<file path="config.mk">
export PLATFORM = sky130hd
export DESIGN_NAME = seg_display_sched_flat
export DESIGN_NICKNAME = d
export VERILOG_FILES = /design/src/rtl/seg_display_sched_if.sv /design/src/rtl/seg_display_sched.sv /design/src/flat_wrapper.sv
export SDC_FILE = /design/constraint.sdc
export NUM_CORES = 1
export LEC_CHECK = 0
export CORE_MARGIN = 3
export CORE_UTILIZATION = 35
export CTS_CLUSTER_DIAMETER = 40
export CTS_CLUSTER_SIZE = 25
export DETAILED_ROUTE_END_ITERATION = 12
export PLACE_DENSITY = 0.68
export SLEW_MARGIN = 25
export SYNTH_ARGS = -nofsm -noshare
export SYNTH_HDL_FRONTEND = slang
export SYNTH_SLANG_ARGS = --single-unit
</file>
<file path="constraint.sdc">
create_clock -name clk -period 3.28 [get_ports clk]
set_clock_uncertainty 0.2 [all_clocks]
set_input_delay 0.492 -clock clk [delete_from_list [all_inputs] [get_ports clk]]
set_output_delay 0.492 -clock clk [all_outputs]
set_load 0.005 [all_outputs]
</file>
<file path="src/rtl/seg_display_sched_if.sv">
// rtl/seg_display_sched_if.sv - requester/display bus for the seven-segment scheduler
interface seg_display_sched_if #(
  parameter int NREQ = 4
);
  logic [NREQ-1:0]    req;
  logic [NREQ*32-1:0] data;
  logic [NREQ-1:0]    gnt;
  logic               busy;
  logic [7:0]         sseg_an;
  logic [7:0]         sseg_ca;

  modport master (
    output req, data,
    input  gnt, busy, sseg_an, sseg_ca
  );

  modport slave (
    input  req, data,
    output gnt, busy, sseg_an, sseg_ca
  );
endinterface

</file>
<file path="src/rtl/seg_display_sched.sv">
// rtl/seg_display_sched.sv - round-robin owner of the multiplexed 8-digit hex display
// Owns digit scan timing and hex decode; one blank slot separates owners.
module seg_display_sched #(
  parameter int NREQ        = 4,
  parameter int DIGITS      = 8,
  parameter int SCAN_DIV    = 100000,
  parameter int HOLD_FRAMES = 4
) (
  input  logic               clk,
  input  logic               rst_n,
  seg_display_sched_if.slave bus
);

  localparam int IW = (NREQ > 1) ? $clog2(NREQ) : 1;
  localparam int DW = $clog2(SCAN_DIV);
  localparam int FW = $clog2(HOLD_FRAMES + 1);
  localparam logic [DW-1:0] DIV_LAST = DW'(SCAN_DIV - 1);
  localparam logic [2:0]    DIG_LAST = 3'(DIGITS - 1);
  localparam logic [FW:0]   HOLD_W   = (FW+1)'(HOLD_FRAMES);
  localparam logic [IW-1:0] LAST_IDX = IW'(NREQ - 1);

  typedef enum logic [1:0] {IDLE, SHOW, SWITCH} state_t;

  state_t          state;
  logic [IW-1:0]   owner;
  logic [IW-1:0]   rr_ptr;
  logic [2:0]      digit;
  logic [DW-1:0]   div_cnt;
  logic [FW-1:0]   frame_cnt;
  logic [NREQ-1:0] gnt_q;
  logic            busy_q;
  logic            upd;
  logic [7:0]      an_q;
  logic [7:0]      ca_q;

  logic            tick;
  logic            frame_end;
  logic            own_req;
  logic            hold_done;
  logic [NREQ-1:0] own_mask;
  logic [NREQ-1:0] others;
  logic [FW:0]     fc_inc;
  logic [FW-1:0]   fc_sat;
  logic [IW:0]     idle_pick;
  logic [IW:0]     sw_pick;
  logic [IW+4:0]   nib_sel;
  logic [3:0]      nib;

  // index increment modulo NREQ
  function automatic logic [IW-1:0] wrap_inc(input logic [IW-1:0] i);
    return (i == LAST_IDX) ? '0 : i + 1'b1;
  endfunction

  function automatic logic [NREQ-1:0] onehot(input logic [IW-1:0] i);
    return NREQ'(1) << i;
  endfunction

  // first set request at/after start, wrapping; returns {found, index}
  function automatic logic [IW:0] pick(input logic [IW-1:0] start, input logic [NREQ-1:0] r);
    logic            found;
    logic [IW-1:0]   idx;
    logic [IW-1:0]   cur;
    logic [NREQ-1:0] rot;
    found = 1'b0;
    idx   = '0;
    cur   = start;
    for (int k = 0; k < NREQ; k++) begin
      rot = r >> cur;
      if (!found && rot[0]) begin
        found = 1'b1;
        idx   = cur;
      end
      cur = wrap_inc(cur);
    end
    return {found, idx};
  endfunction

  // active-low segments {dp,g..a}; dp stays off
  function automatic logic [7:0] decode(input logic [3:0] n);
    case (n)
      4'h0: return 8'hC0;
      4'h1: return 8'hF9;
      4'h2: return 8'hA4;
      4'h3: return 8'hB0;
      4'h4: return 8'h99;
      4'h5: return 8'h92;
      4'h6: return 8'h82;
      4'h7: return 8'hF8;
      4'h8: return 8'h80;
      4'h9: return 8'h98;
      4'hA: return 8'h88;
      4'hB: return 8'h83;
      4'hC: return 8'hC6;
      4'hD: return 8'hA1;
      4'hE: return 8'h86;
      4'hF: return 8'h8E;
    endcase
  endfunction

  assign tick      = (div_cnt == DIV_LAST);
  assign frame_end = tick && (digit == DIG_LAST);
  assign own_mask  = onehot(owner);
  assign others    = bus.req & ~own_mask;
  assign own_req   = |(bus.req & own_mask);
  assign fc_inc    = {1'b0, frame_cnt} + 1'b1;
  assign hold_done = (fc_inc >= HOLD_W);
  assign fc_sat    = hold_done ? HOLD_W[FW-1:0] : fc_inc[FW-1:0];
  assign idle_pick = pick(rr_ptr, bus.req);
  assign sw_pick   = pick(wrap_inc(owner), bus.req);
  // live nibble of the owner's current digit; only captured on update edges
  assign nib_sel   = {owner, digit, 2'b00};
  assign nib       = bus.data[nib_sel +: 4];

  assign bus.gnt     = gnt_q;
  assign bus.busy    = busy_q;
  assign bus.sseg_an = an_q;
  assign bus.sseg_ca = ca_q;

  // arbitration FSM, slot timer and display registers; outputs refresh the cycle after upd
  always_ff @(posedge clk) begin
    if (!rst_n) begin
      state     <= IDLE;
      owner     <= '0;
      rr_ptr    <= '0;
      digit     <= '0;
      div_cnt   <= '0;
      frame_cnt <= '0;
      gnt_q     <= '0;
      busy_q    <= 1'b0;
      upd       <= 1'b0;
      an_q      <= 8'hFF;
      ca_q      <= 8'hFF;
    end else begin
      upd <= 1'b0;
      if (upd) begin
        if (state == SHOW) begin
          an_q <= ~(8'd1 << digit);
          ca_q <= decode(nib);
        end else begin
          an_q <= 8'hFF;
          ca_q <= 8'hFF;
        end
      end
      case (state)
        IDLE: begin
          if (idle_pick[IW]) begin
            owner     <= idle_pick[IW-1:0];
            gnt_q     <= onehot(idle_pick[IW-1:0]);
            busy_q    <= 1'b1;
            state     <= SHOW;
            digit     <= '0;
            frame_cnt <= '0;
            div_cnt   <= '0;
            upd       <= 1'b1;
          end
        end
        SHOW: begin
          div_cnt <= tick ? '0 : div_cnt + 1'b1;
          if (tick) begin
            upd <= 1'b1;
            if (frame_end) begin
              digit     <= '0;
              frame_cnt <= fc_sat;
              if (!own_req) begin
                gnt_q <= '0;
                if (|others) begin
                  state <= SWITCH;
                end else begin
                  state  <= IDLE;
                  busy_q <= 1'b0;
                  rr_ptr <= wrap_inc(owner);
                end
              end else if (hold_done && (|others)) begin
                gnt_q <= '0;
                state <= SWITCH;
              end
            end else begin
              digit <= digit + 1'b1;
            end
          end
        end
        SWITCH: begin
          div_cnt <= tick ? '0 : div_cnt + 1'b1;
          if (tick) begin
            upd <= 1'b1;
            if (sw_pick[IW]) begin
              owner     <= sw_pick[IW-1:0];
              gnt_q     <= onehot(sw_pick[IW-1:0]);
              rr_ptr    <= wrap_inc(sw_pick[IW-1:0]);
              state     <= SHOW;
              digit     <= '0;
              frame_cnt <= '0;
            end else begin
              state  <= IDLE;
              busy_q <= 1'b0;
            end
          end
        end
        default: begin
          state <= IDLE;
        end
      endcase
    end
  end

endmodule

</file>
<file path="src/flat_wrapper.sv">
// flat-port wrapper written by rule: the top's interface ports become plain ports
module seg_display_sched_flat 
#(
  parameter int NREQ        = 4,
  parameter int DIGITS      = 8,
  parameter int SCAN_DIV    = 100000,
  parameter int HOLD_FRAMES = 4
)
  (clk, rst_n, bus_req, bus_data, bus_gnt, bus_busy, bus_sseg_an, bus_sseg_ca);
  seg_display_sched_if #(.NREQ(NREQ)) bus_i ();
  input  logic clk;
  input  logic rst_n;
  input wire logic [$bits(bus_i.req)-1:0] bus_req;
  input wire logic [$bits(bus_i.data)-1:0] bus_data;
  output wire logic [$bits(bus_i.gnt)-1:0] bus_gnt;
  output wire logic [$bits(bus_i.busy)-1:0] bus_busy;
  output wire logic [$bits(bus_i.sseg_an)-1:0] bus_sseg_an;
  output wire logic [$bits(bus_i.sseg_ca)-1:0] bus_sseg_ca;
  assign bus_i.req = bus_req;
  assign bus_i.data = bus_data;
  assign bus_gnt = bus_i.gnt;
  assign bus_busy = bus_i.busy;
  assign bus_sseg_an = bus_i.sseg_an;
  assign bus_sseg_ca = bus_i.sseg_ca;
  seg_display_sched #(.NREQ(NREQ), .DIGITS(DIGITS), .SCAN_DIV(SCAN_DIV), .HOLD_FRAMES(HOLD_FRAMES)) u_core (.clk(clk), .rst_n(rst_n), .bus(bus_i));
endmodule
</file>
== Yosys cells after proc, flatten, opt, wreduce, memory -nomap -nowiden ==
Memory sizes are Yosys's and may differ from the RTL's.
Index checks and enable logic that the tools add are counted.
Widths: inputs -> output; s select.

* Flip-flop bits (word level): 51
* Bits in latches: 0
* RAM bits: 0
* Memory bits (read-only): 112
* Logic and storage cells: 170
* Memories kept: 1

* Add/subtract/negate cells: 11
* $mul: 0
* Divide/modulo/power cells: 0
* Order comparisons: 1
* Equal/unequal tests: 21
* Shifts and indexed selects: 13
* Multiplexer cells: 78
* Bitwise logic cells: 4
* Reductions and logical operators: 30

{| class="wikitable"
|+ Memory list
! memory !! words !! width !! read ports !! clocked after Yosys merged registers in !! write ports !! line !! RTL
|-
| (name not given) || 16 || 7 || 1 || 0 || 0 || seg_display_sched.sv:80 || <nowiki>case (n)</nowiki>
|}

{| class="wikitable"
|+ Operators by type and width
! operator !! number
|-
| $shiftx 128x8->4 || 1
|-
| $mux 2 || 32
|-
| $mux 17 || 2
|-
| $pmux 17 s2 || 1
|-
| $shr 4x2->1 || 8
|-
| $mux 4 || 7
|-
| $mux 3 || 8
|-
| $eq 2x2->1 const B || 9
|-
| $mux 1 || 18
|-
| $pmux 3 s3 || 2
|-
| $add 17x1->17 const B || 1
|-
| $eq 17x17->1 const B || 1
|-
| $add 2x1->2 const B || 8
|-
| $mux 8 || 2
|-
| $reduce_and 7->1 || 2
|-
| $pmux 4 s3 || 1
|-
| $shl 1x2->4 const A || 3
|-
| $ne 2x1->1 const B || 5
|-
| $reduce_and 5->1 || 2
|-
| $and 4x4->4 || 2
|-
| $logic_and 1x1->1 || 8
|-
| $not 8->8 || 1
|-
| $pmux 2 s2 || 2
|-
| $reduce_and 8->1 || 1
|-
| other kinds (21) || 31
|}

== Logic depth before layout (Yosys ltp) ==
Gate-level depths: netlist of run 1.

* Word-level depth: 18
* Depth in mapped cells: 13

== Worst setup path after synthesis of run 1 ==
OpenSTA, ideal clock, no wires.

* Path kind: register -> register
* From: register u_core.digit[0]
* To: register u_core.ca_q[0] (netlist: u_core.bus.sseg_ca[0])
* Data arrival time: 2736 ps
* Slack: 208 ps
* Stages on the path, launching flop included: 11
* Period minus slack after synthesis: 3072 ps
* Cells stage by stage: dfxtp_1 > buf_2 > buf_4 > buf_2 > mux4_2 > a22oi_1 > nand4_1 > ha_1 > mux2_2 > o32ai_1 > a31oi_1

* Longest elaborated chain between the ends: 3

{| class="wikitable"
|+ Ends and longest elaborated chain
! what !! line !! RTL
|-
| from (decl) || seg_display_sched.sv:27 || <nowiki>logic [2:0] digit;</nowiki>
|-
| from (signal assigned) || seg_display_sched.sv:178 || <nowiki>digit <= digit + 1'b1;</nowiki>
|-
| $shiftx 128x8->4 || seg_display_sched.sv:112 || <nowiki>assign nib = bus.data[nib_sel +: 4];</nowiki>
|-
| $mem_v2 16x7 || - ||
|-
| $mux 8 || seg_display_sched.sv:136 || <nowiki>if (state == SHOW) begin</nowiki>
|-
| to (signal assigned) || seg_display_sched.sv:138 || <nowiki>ca_q <= decode(nib);</nowiki>
|-
| to (decl) || seg_display_sched.sv:34 || <nowiki>logic [7:0] ca_q;</nowiki>
|}

No other way between the ends.
A chain may end at the register's enable or synchronous reset.

== Worst setup path after layout of run 1 ==
* From: register u_core.rr_ptr[1]
* To: register u_core.gnt_q[0] (netlist: u_core.bus.gnt[0])

* Longest elaborated chain between the ends: 14
* Elaborated cells on any way between the ends: 32

{| class="wikitable"
|+ Ends and longest elaborated chain
! what !! line !! RTL
|-
| from (decl) || seg_display_sched.sv:26 || <nowiki>logic [IW-1:0] rr_ptr;</nowiki>
|-
| from (signal assigned) || seg_display_sched.sv:171 || <nowiki>rr_ptr <= wrap_inc(owner);</nowiki>
|-
| from (signal assigned) || seg_display_sched.sv:189 || <nowiki>rr_ptr <= wrap_inc(sw_pick[IW-1:0]);</nowiki>
|-
| parallel branches: the longest is 14 deep, another holds $add 2x1->2 || - ||
|-
| to (signal assigned) || seg_display_sched.sv:148 || <nowiki>gnt_q <= onehot(idle_pick[IW-1:0]);</nowiki>
|-
| to (signal assigned) || seg_display_sched.sv:188 || <nowiki>gnt_q <= onehot(sw_pick[IW-1:0]);</nowiki>
|-
| to (decl) || seg_display_sched.sv:30 || <nowiki>logic [NREQ-1:0] gnt_q;</nowiki>
|}

Parallel ways; which one is timed is not known. The select of a mux whose other input is x is not followed.

==> impl_results.md, run 1 <==
* Status: complete, no violations
* Initial antenna violation count at 0
* Worst Hold Launch: u_core.bus.sseg_ca[6]$_SDFFE_PN1P_
* Share of the synthesized area in the top cell type at 23.31%
* Post-synth EDFFs at 0
* CP Launch Type: flop
* H-tree levels at 2
* Worst-path maximum fanout at 13
* Detailed Place HPWL at 11220 um
* Layout cell share with drive strength beyond 1 at 10.21%
* Worst Setup End Kind: flop
* Yosys reg bits at 50
* Final hold violations at 0
* RSZ-0062 raised after global routing: no
* Inserted Diodes at 0
* Num rows at 39
* Syn_area_per_cell at 8.371 um^2
* Final Critical Period at 3.111 ns
* Least-Margin Pin Slew at 0.4818 ns
* Hold path depth at 1
* Total CTS buffers at 5
* Main synth FF type: dfxtp_1
* Dominant cell type by area after synthesis: dfxtp_1
* Max-cap violation count at 0
* Remaining Overflow, GRT at 0
* Sequential Area at 1003 um^2
* Leakage power at 0.002179 uW
* Post-Synthesis Cells at 513
* Clock Latency Late Sink at 0.29 ns
* Die extent in y at 116.8 um
* Sequential area share after synthesis at 23.31%
* Crit path required time at 3.30 ns
* F_max at 0.3214 GHz
* Post-CTS setup buffers at 0
* Initial Utilization at 36.67%
* Worst r2r src: u_core.rr_ptr[1]$_SDFFE_PN0P_
* R2R cell count at 9
* Final period utilization at 94.85%
* Drt total wl at 13930 um
* Ranking of synthesized cells by area: dfxtp_1 23%, mux4_2 10%, mux2i_1 8.6%
* Synth cell types at 69
* Top Ports at 155
* Post-route ant nets at 0
* Min-Delay Path Class: reg2reg
* I/O Buffers at 153
* Clk buf depth at 2
* Worst R2R End: u_core.bus.gnt[0]$_SDFFE_PN0P_
* Crit path DAT at 3.13 ns
* # hold bufs at CTS at 0
* Synth warnings at 0
* TritonCTS Sinks at 50
* DIE WIDTH at 116.8 um
* Vias per cell at 5.621
* Worst reg-to-reg setup slack at 0.17 ns
* GR Util All Layers at 19.47%
* Largest net degree at the start of global routing at 47
* Share of flip-flops with an asynchronous set or reset at 0%
* Layout Nets at 823
* Worst relative slew slack at 67.46%
* Core Region at 11710 um^2
* Pwr dens at 501.3 nW/um^2
* Post-route DRC at 0
* Drt first pass iters at 5
* Clk root buf: clkbuf_16
* Multi-input logic area at 3084 um^2
* Initial drt markers at 321
* Worst VDD drop at 0.2929 mV
* Syn Std Cell Area at 4294 um^2
* Vias post-DR at 4547
* Max-slew violation count at 0
* Mapped Nets at 669
* Synth-to-layout area growth at 44.90%
* WHS at 0.2741 ns
* CTS resizes at 0
* Clock slew at reported path FFs at 0.07 ns
* Wire length per cell at 17.22 um
* TritonCTS clock tree: built
* Hold endpoint: u_core.bus.sseg_ca[6]$_SDFFE_PN1P_
* Global-route wire length before repair at 21580 um
* Vias in the first global route at 4456
* Fillers at 1101
* Setup CP Type: reg2reg
* Post-Route Setup TNS at 0 ns
* Die area at 13630 um^2
* # setup viols final at 0
* GPL Wtd Cong at 0.8564
power breakdown:
group          internal [uW]  switching [uW]  leakage [uW]
combinational            901             920       0.00170
clock                    295             212     0.0000688
sequential               689             102      0.000407
total                   1890            1230       0.00218
through the flow:
stage          cell area [um^2]  util [%]  setup slack (ns)  power [uW]  cells
6_report                   6222     53.13            0.1688        3119    809
3_5_place_dp               6083     51.94            0.1098        2612    803
5_1_grt                    6222     53.13           0.01658        3360    809
4_1_cts                    6222     53.13            0.2023        3135    809
3_3_place_gp               6083     51.94            0.1839        2575    803
2_1_floorplan              4294         -            0.2076        1943    513
cells in the mapped netlist, drive strengths merged (5+ instances only):
library cell and count:
nor3 21, nand2 52, buf 20, a21oi 27
nor2b 5, nand2b 9, nand3 23, o22ai 8
ha 22, or3 7, and3 5, a22oi 15
clkbuf 10, xnor2 14, nand4 5, mux2i 37
inv 16, mux4 20, nor2 47, o21ai 20
nor4 7, dfxtp 50, and2 5
critical path, stage by stage (launching register included):
cell and delay, ns:
dfxtp_1 0.48, ha_1 0.43, xnor2_1 0.19, nor3_1 0.28
or3_1 0.26, nor3_1 0.10, buf_4 0.17, a2111o_1 0.34
or4_4 0.45, o21ai_2 0.13
routing by layer:
layer / track usage (%) / up-vias / share of wire, %
li1: - / 2230 / -
met1: 24.27 / 2136 / 42
met2: 34.32 / 160 / 48
met3: 3.834 / 21 / 8.4
met4: 5.046 / 0 / 1.6
met5: 0 / - / 0
final cells by class:
type / instances / share of cell area [%]
multi-input combinational: 415 / 49.57
timing repair buffer: 177 / 28.11
sequential: 50 / 16.13
tap: 143 / 2.876
clock buffer: 6 / 2.232
inverter: 18 / 1.086
layout by cell type (no fill, tap or decap), types with 3 or more instances in the layout:
cell / count
clkdlybuf4s50_1: 153
nand2_1: 52
dfxtp_1: 48
nor2_1: 47
mux2i_1: 37
a21oi_1: 27
nand3_1: 23
ha_1: 22
nor3_1: 21
buf_4: 21
mux4_2: 20
inv_1: 16
o21ai_0: 16
a22oi_1: 15
xnor2_1: 14
nand2b_1: 9
o22ai_1: 8
or3_1: 7
nor4_1: 6
and2_1: 5
nor2b_1: 5
nand4_1: 5
and3_1: 5
clkbuf_16: 5
or2_2: 4
a31oi_1: 4
o211ai_1: 3
nor4b_1: 3
o21a_1: 3
a211oi_1: 3
a211o_1: 3
o31ai_1: 3
o32a_1: 3
buf_12: 3
sequential cells by signal (all words and copies together), names as in the netlist:
register	cells
u_core.bus.sseg_an	8
u_core.upd	1
u_core.frame_cnt	3
u_core.digit	3
u_core.bus.busy	1
u_core.div_cnt	17
u_core.bus.sseg_ca	7
u_core.bus.gnt	4
u_core.rr_ptr	2
u_core.owner	2
u_core.state	2
logic make-up after synthesis:
group | Yosys count | synth area share (%)
other | 1 | 0.08733
adder cells (fa/ha/maj) | 22 | 6.410
AND/OR/NAND/NOR | 202 | 23.69
XOR/XNOR | 15 | 3.060
multiplexers | 59 | 19.64
flip-flops | 50 | 23.31
AO/OA/AOI/OAI | 116 | 18.94
buffers and inverters | 48 | 4.866
how the worst max path moves through the flow:
| stage | endpoint | from | depth (start not counted) |
|---|---|---|---|
| final | u_core.bus.gnt[0]$_SDFFE_PN0P_ | u_core.rr_ptr[1]$_SDFFE_PN0P_ | 9 |
| after global routing | u_core.bus.gnt[0]$_SDFFE_PN0P_ | u_core.rr_ptr[1]$_SDFFE_PN0P_ | 9 |
| after CTS | u_core.bus.gnt[0]$_SDFFE_PN0P_ | u_core.rr_ptr[1]$_SDFFE_PN0P_ | 9 |
| after detailed placement | u_core.bus.gnt[0]$_SDFFE_PN0P_ | bus_req[3] | 9 |
| after global placement | u_core.bus.gnt[0]$_SDFFE_PN0P_ | bus_req[3] | 9 |
| after floorplan | u_core.bus.sseg_ca[0]$_SDFFE_PN1P_ | u_core.digit[0]$_SDFFE_PN0P_ | 10 |
Note: power is estimated with default switching activity, not from simulation.
==> inputs of run 2 (changes only) <==
--- a/config.mk
+++ b/config.mk
@@ -10,6 +10,7 @@
 export CTS_CLUSTER_DIAMETER = 40
 export CTS_CLUSTER_SIZE = 25
 export DETAILED_ROUTE_END_ITERATION = 12
+export GPL_TIMING_DRIVEN = 0
 export PLACE_DENSITY = 0.68
 export SLEW_MARGIN = 25
 export SYNTH_ARGS = -nofsm -noshare
==> run 2 against run 1 <==
First-iteration DRC count is 10% lower. Worst hold slack lost 0.0012 ns. Setup slack got worse by 0.091 ns. Die area did not move. Sequential share of layout area down 0.20 points. Total power increased by 4.1%. Core utilization grew 0.68 points. Global-route usage grew 1.2 points. Sequential power decreased by 2.7%. Combinational power rose by 4%.
==> impl_results.md, run 2 (synthesis gave the netlist of run 1 again) <==
* Status: complete, no violations
* Least-Margin Pin Slew at 0.8551 ns (+0.3733 ns)
* Final period utilization at 97.63% (+2.8 points)
* Layout cell share with drive strength beyond 1 at 11.63% (+1.4 points)
* I/O Buffers at 152 (-0.65%)
* Cell breakdown of the critical path: clkdlybuf4s50_1, inv_1, o2111a_1, o21ai_0, a32oi_1, a2111o_1, or4_4, o21ai_2
* Initial antenna violation count at 0 (unchanged)
* Largest net degree at the start of global routing at 16 (-66%)
* Max-cap violation count at 0 (unchanged)
* Worst Setup End Kind: flop
* Max-slew violation count at 0 (unchanged)
* Most flop-heavy register: u_core.div_cnt
* Clock Latency Late Sink at 0.29 ns (about the same)
* Clk root buf: clkbuf_16
* Num rows at 39 (unchanged)
* Final Critical Period at 3.202 ns (+0.09098 ns)
* F_max at 0.3123 GHz (-2.8%)
* Pwr dens at 515.3 nW/um^2 (+2.8%)
* Setup CP Type: in2reg
* Leakage power at 0.002214 uW (+1.6%)
* Vias in the first global route at 4565 (+2.4%)
* Inserted Diodes at 0 (unchanged)
* Sequential Area at 1003 um^2 (unchanged)
* CP Launch Type: primary input
* H-tree levels at 2 (unchanged)
* Post-route ant nets at 0 (unchanged)
* Crit path required time at 3.30 ns (about the same)
* Die area at 13630 um^2 (unchanged)
* Drt total wl at 15040 um (+7.9%)
* Max reg flops at 17 (unchanged)
* Worst path max stage delay at 0.63 ns (+0.15 ns)
* Setup ws final at 0.07785 ns (-0.09098 ns)
* Crit path DAT at 3.22 ns (+0.09 ns)
* GPL Wtd Cong at 0.8963 (+4.7%)
* Top Ports at 155 (unchanged)
* Wire length per cell at 18.29 um (+6.2%)
* TritonCTS clock tree: built
* Final std cells w/o fill at 822 (+1.6%)
* Clk buf depth at 2 (unchanged)
* Commonest non-fill, non-tap cell in the layout: clkdlybuf4s50_1
* Initial drt markers at 288 (-10%)
* Crit-path slowest cell: clkdlybuf4s50_1
* Core Region at 11710 um^2 (unchanged)
* Detailed Place HPWL at 12030 um (+7.2%)
* Drt first pass iters at 5 (unchanged)
* TritonCTS Sinks at 50 (unchanged)
* Post-placement setup slack at -0.3180 ns (-0.4279 ns)
* Global-route wire length before repair at 22830 um (+5.8%)
* Fillers at 1103 (+0.18%)
* Remaining Overflow, GRT at 0 (unchanged)
* Die extent in y at 116.8 um (unchanged)
* # hold bufs at CTS at 0 (unchanged)
* Total CTS buffers at 5 (unchanged)
* Initial Utilization at 36.67% (unchanged)
* Vias post-DR at 4707 (+3.5%)
* Worst relative slew slack at 42.47% (-25 points)
* Vias per cell at 5.726 (+1.9%)
* Post-route DRC at 0 (unchanged)
* Clock slew at reported path FFs at 0.06 ns (about the same)
* Worst-path maximum fanout at 7 (-6)
* # setup viols final at 0 (unchanged)
* Min-Delay Path Class: reg2reg
* Placed insts at 808 (+0.62%)
* Synth-to-layout area growth at 46.77%
* GR Util All Layers at 20.69% (+1.2 points)
* Final hold violations at 0 (unchanged)
* Most frequent cells in the layout: 152 x clkdlybuf4s50_1, 52 x nand2_1, 48 x dfxtp_1
* Multi-input logic area at 3128 um^2 (+1.4%)
* Layout Nets at 834 (+1.3%)
* Worst VDD drop at 0.3502 mV (+20%)
* DIE WIDTH at 116.8 um (unchanged)
run 2: power by group:
group / total (uW) / internal, uW / switching (uW) / leakage (uW)
clock network: 578 / 357 / 221 / 0.0000836
logic: 1900 / 916 / 983 / 0.00172
registers: 770 / 689 / 81.6 / 0.000407
total: 3250 / 1960 / 1290 / 0.00221
run 2: layout make-up:
type                       count  share of cell area [%]
multi-input combinational    415                   49.63
sequential                    50                   15.92
timing repair buffer         158                   24.86
clock inverter                 3                  0.6353
tap                          143                   2.839
buffer                        30                   2.998
clock buffer                   5                   1.985
inverter                      18                   1.132
run 2: through the flow:
step | hold slack (ns) | utilization (%) | area (um^2) | power (uW) | TNS (ns)
after global placement | 0.2632 | 51.19 | 5995 | 2466 | -3.244
after global routing | 0.2952 | 53.81 | 6302 | 3486 | -0.007301
final | 0.2729 | 53.81 | 6302 | 3247 | 0
after CTS | 0.2753 | 52.81 | 6185 | 3131 | 0
after detailed placement | 0.2633 | 51.19 | 5995 | 2516 | -4.517
after floorplan | 0.2584 | - | 4294 | 1943 | 0
run 2: timing repair:
item / CTS / global route
setup buffers: 0 / 6
setup endpoints to repair: 18 / 25
hold endpoints to repair: 0 / 0
gates cloned: 0 / 0
resized for setup: 6 / 25
pin swaps: 0 / 3
run 2: critical path: cells and delay by family:
kind	cells	cell delay (ns)
AOI/OAI and AO/OA	5	1.44
buffers and inverters	2	0.80
and+or+nand+nor	1	0.47
run 2: metal layers:
layer | up-vias | part of all wire, % | GRT usage, %
met5 | - | 0 | 0
met4 | 0 | 1.7 | 5.199
met3 | 19 | 8.5 | 3.575
met2 | 195 | 49 | 36.14
met1 | 2246 | 41 | 26.41
li1 | 2247 | - | -
run 2: final timing paths:
path                                                      from                             end  slack [ns]  cells past startpoint
worst min register to register  u_core.bus.gnt[0]$_SDFFE_PN0P_  u_core.bus.gnt[0]$_SDFFE_PN0P_        0.27                      2
worst max-delay path                                bus_req[0]  u_core.bus.gnt[1]$_SDFFE_PN0P_        0.08                      8
worst min-delay path            u_core.bus.gnt[0]$_SDFFE_PN0P_  u_core.bus.gnt[0]$_SDFFE_PN0P_        0.27                      2
worst max register to register    u_core.owner[0]$_SDFFE_PN0P_  u_core.bus.gnt[1]$_SDFFE_PN0P_        0.09                      9
==> inputs of run 3 (changes only) <==
--- a/config.mk
+++ b/config.mk
@@ -5,7 +5,7 @@
 export SDC_FILE = /design/constraint.sdc
 export NUM_CORES = 1
 export LEC_CHECK = 0
-export CORE_MARGIN = 3
+export CORE_MARGIN = 1.5
 export CORE_UTILIZATION = 35
 export CTS_CLUSTER_DIAMETER = 40
 export CTS_CLUSTER_SIZE = 25
==> run 3 against run 2 <==
Clock power decreased by 9.3%. Wire length down 0.16%. Highest routed layer unchanged. Via count decreased by 0.11%. Die area decreased by 5.1%. Register-to-register slack better by 0.04 ns. Global-route usage increased by 1.8 points. Count of clock-buffer cells in the layout increased by 1. Sequential cell count is the same. Sequential power hardly changed. Setup slack better by 0.034 ns.
==> impl_results.md, run 3 (synthesis gave the netlist of run 1 again) <==
* Setup ws final at 0.1119 ns (+0.03405 ns)
* Cell breakdown of the critical path: clkdlybuf4s50_1, inv_1, nor3_2, or3_1, buf_2, nor3_2, clkbuf_4, a2111o_1, or4_4, o21ai_2
* Internal Power at 1894 uW (-3.5%)
* WHS at 0.2714 ns (-0.001547 ns)
* Worst-path maximum fanout at 10 (+3)
* Vias in the first global route at 4617 (+1.1%)
* Initial drt markers at 235 (-18%)
* Post-placement setup slack at -0.3264 ns (-0.008348 ns)
* Min-Delay Path Class: reg2reg
* Layout Nets at 832 (-0.24%)
* Layout cell share with drive strength beyond 1 at 11.37% (-0.26 points)
* Drt first pass iters at 4 (-1)
* Clock share of power at 16.5% (-1.3 points)
* I/O Buffers at 152 (unchanged)
* # setup viols final at 0 (unchanged)
* GR Util met2 at 41.20% (+5.1 points)
* # hold bufs at CTS at 0 (unchanged)
* Sw frac at 40.51% (+0.92 points)
* CP Launch Type: primary input
* Synth-to-layout area growth at 46.15%
* GRT met3 Usage at 3.879% (+0.30 points)
* Vias post-DR at 4702 (-0.11%)
* Remaining Overflow, GRT at 0 (unchanged)
* GRT busiest layer: met2
* Vias per cell at 5.706 (-0.35%)
* Sw Pwr at 1289 uW (+0.31%)
* Final hold violations at 0 (unchanged)
* Overall Power at 3183 uW (-2.0%)
* Max-cap violation count at 0 (unchanged)
* Max reg flops at 17 (unchanged)
* Post-route ant nets at 0 (unchanged)
* Die extent in y at 113.8 um (-2.6%)
* Core Region at 12010 um^2 (+2.6%)
* Die area at 12940 um^2 (-5.1%)
* Most frequent cells in the layout: 152 x clkdlybuf4s50_1, 52 x nand2_1, 49 x dfxtp_1
* Inserted Diodes at 0 (unchanged)
* Met1 usage at 27.33% (+0.92 points)
* Global-route wire length before repair at 23410 um (+2.6%)
* Most used cell, CP: nor3_2
* Clock Latency Late Sink at 0.29 ns (about the same)
* F_max at 0.3156 GHz (+1.1%)
* Initial antenna violation count at 0 (unchanged)
* Leakage power at 0.002189 uW (-1.2%)
* Post-Route Setup TNS at 0 ns (unchanged)
* Detailed Place HPWL at 11880 um (-1.3%)
* GPL Wtd Cong at 0.8808 (-1.7%)
* Clk root buf: clkbuf_16
* Commonest non-fill, non-tap cell in the layout: clkdlybuf4s50_1
* Max-slew violation count at 0 (unchanged)
* DIE WIDTH at 113.8 um (-2.6%)
* Worst Setup End Kind: flop
* Crit path DAT at 3.19 ns (-0.03 ns)
* Num rows at 40 (+2.6%)
* Drt total wl at 15010 um (-0.16%)
* Pwr dens at 507.2 nW/um^2 (-1.6%)
* Worst path top cell family by delay: buffers and inverters
* Clk buf depth at 2 (unchanged)
* Worst VDD drop at 0.4536 mV (+30%)
* Top Ports at 155 (unchanged)
* Clock slew at reported path FFs at 0.06 ns (about the same)
* Crit path required time at 3.31 ns (about the same)
* H-tree levels at 2 (unchanged)
* Worst relative slew slack at 40.59% (-1.9 points)
* Initial Utilization at 35.75% (-0.92 points)
* Worst Path Buf+Inv at 4 (+2)
* Worst path max stage delay at 0.64 ns (about the same)
* Crit-path slowest cell: clkdlybuf4s50_1
* Wire length per cell at 18.22 um (-0.40%)
* Final std cells w/o fill at 824 (+0.24%)
* Placed insts at 812 (+0.50%)
* Setup CP Type: in2reg
* Combinational Power Share at 59.3% (+0.8 points)
* Final Critical Period at 3.168 ns (-0.03405 ns)
* Total CTS buffers at 5 (unchanged)
* TritonCTS clock tree: built
* Final period utilization at 96.59% (-1.0 points)
* Power share of the sequential group at 24.2% (+0.5 points)
* Largest net degree at the start of global routing at 16 (unchanged)
* Most flop-heavy register: u_core.div_cnt
* Status: complete, no violations
* Post-route DRC at 0 (unchanged)
* GR Util All Layers at 22.51% (+1.8 points)
* TritonCTS Sinks at 50 (unchanged)
* Least-Margin Pin Slew at 0.8829 ns (+0.02783 ns)
## run 3: final cells by class
type	instances	area, um^2
fill	1171	5736
buffer	30	188.9
timing repair buffer	156	1551
multi-input combinational	415	3127
clock buffer	6	138.9
inverter	18	71.32
sequential	50	1002
tap	147	183.9
clock inverter	2	12.51
## run 3: timing repair
item / CTS / global route
setup buffers: 0 / 4
setup endpoints to repair: 8 / 18
resized for setup: 7 / 23
pin swaps: 1 / 4
## run 3: power by group through the flow
| stage | Sequential (uW) | Combinational [uW] | Clock [uW] |
|---|---|---|---|
| 2_1_floorplan | 763 | 1180 | 0 |
| 3_5_place_dp | 780 | 1740 | 0 |
| 5_1_grt | 782 | 2060 | 558 |
| 4_1_cts | 768 | 1790 | 539 |
| 3_3_place_gp | 775 | 1690 | 0 |
| 6_report | 771 | 1890 | 524 |
## run 3: layer usage
layer,routed length (um),vias to the layer above
li1,-,2246
met1,6156,2269
met2,7589,174
met3,1043,13
met4,223,0
met5,0,-
## run 3: worst paths after layout
| check | start | end | slack [ns] | cells after the start |
|---|---|---|---|---|
| setup / recovery | bus_req[0] | u_core.bus.gnt[0]$_SDFFE_PN0P_ | 0.11 | 10 |
| hold / removal | u_core.bus.sseg_ca[4]$_SDFFE_PN1P_ | u_core.bus.sseg_ca[4]$_SDFFE_PN1P_ | 0.27 | 1 |
| hold reg to reg | u_core.bus.sseg_ca[4]$_SDFFE_PN1P_ | u_core.bus.sseg_ca[4]$_SDFFE_PN1P_ | 0.27 | 1 |
| setup reg to reg | u_core.rr_ptr[1]$_SDFFE_PN0P_ | u_core.digit[1]$_SDFFE_PN0P_ | 0.13 | 10 |
## run 3: worst reg2reg max path, stage by stage (launching register included)
cell and delay (ns):
dfxtp_1 0.39, ha_1 0.40, buf_2 0.24, nor2b_1 0.08
or3_1 0.36, a21o_2 0.26, nor3_2 0.28, clkbuf_4 0.26
a211o_1 0.19, mux2_2 0.35, nor2_1 0.08
## run 3: metrics by stage
stage          utilization (%)  area (um^2)
3_3_place_gp             49.95         6000
2_1_floorplan                -         4294
3_5_place_dp             49.95         6000
5_1_grt                  52.25         6276
6_report                 52.25         6276
4_1_cts                  51.45         6180
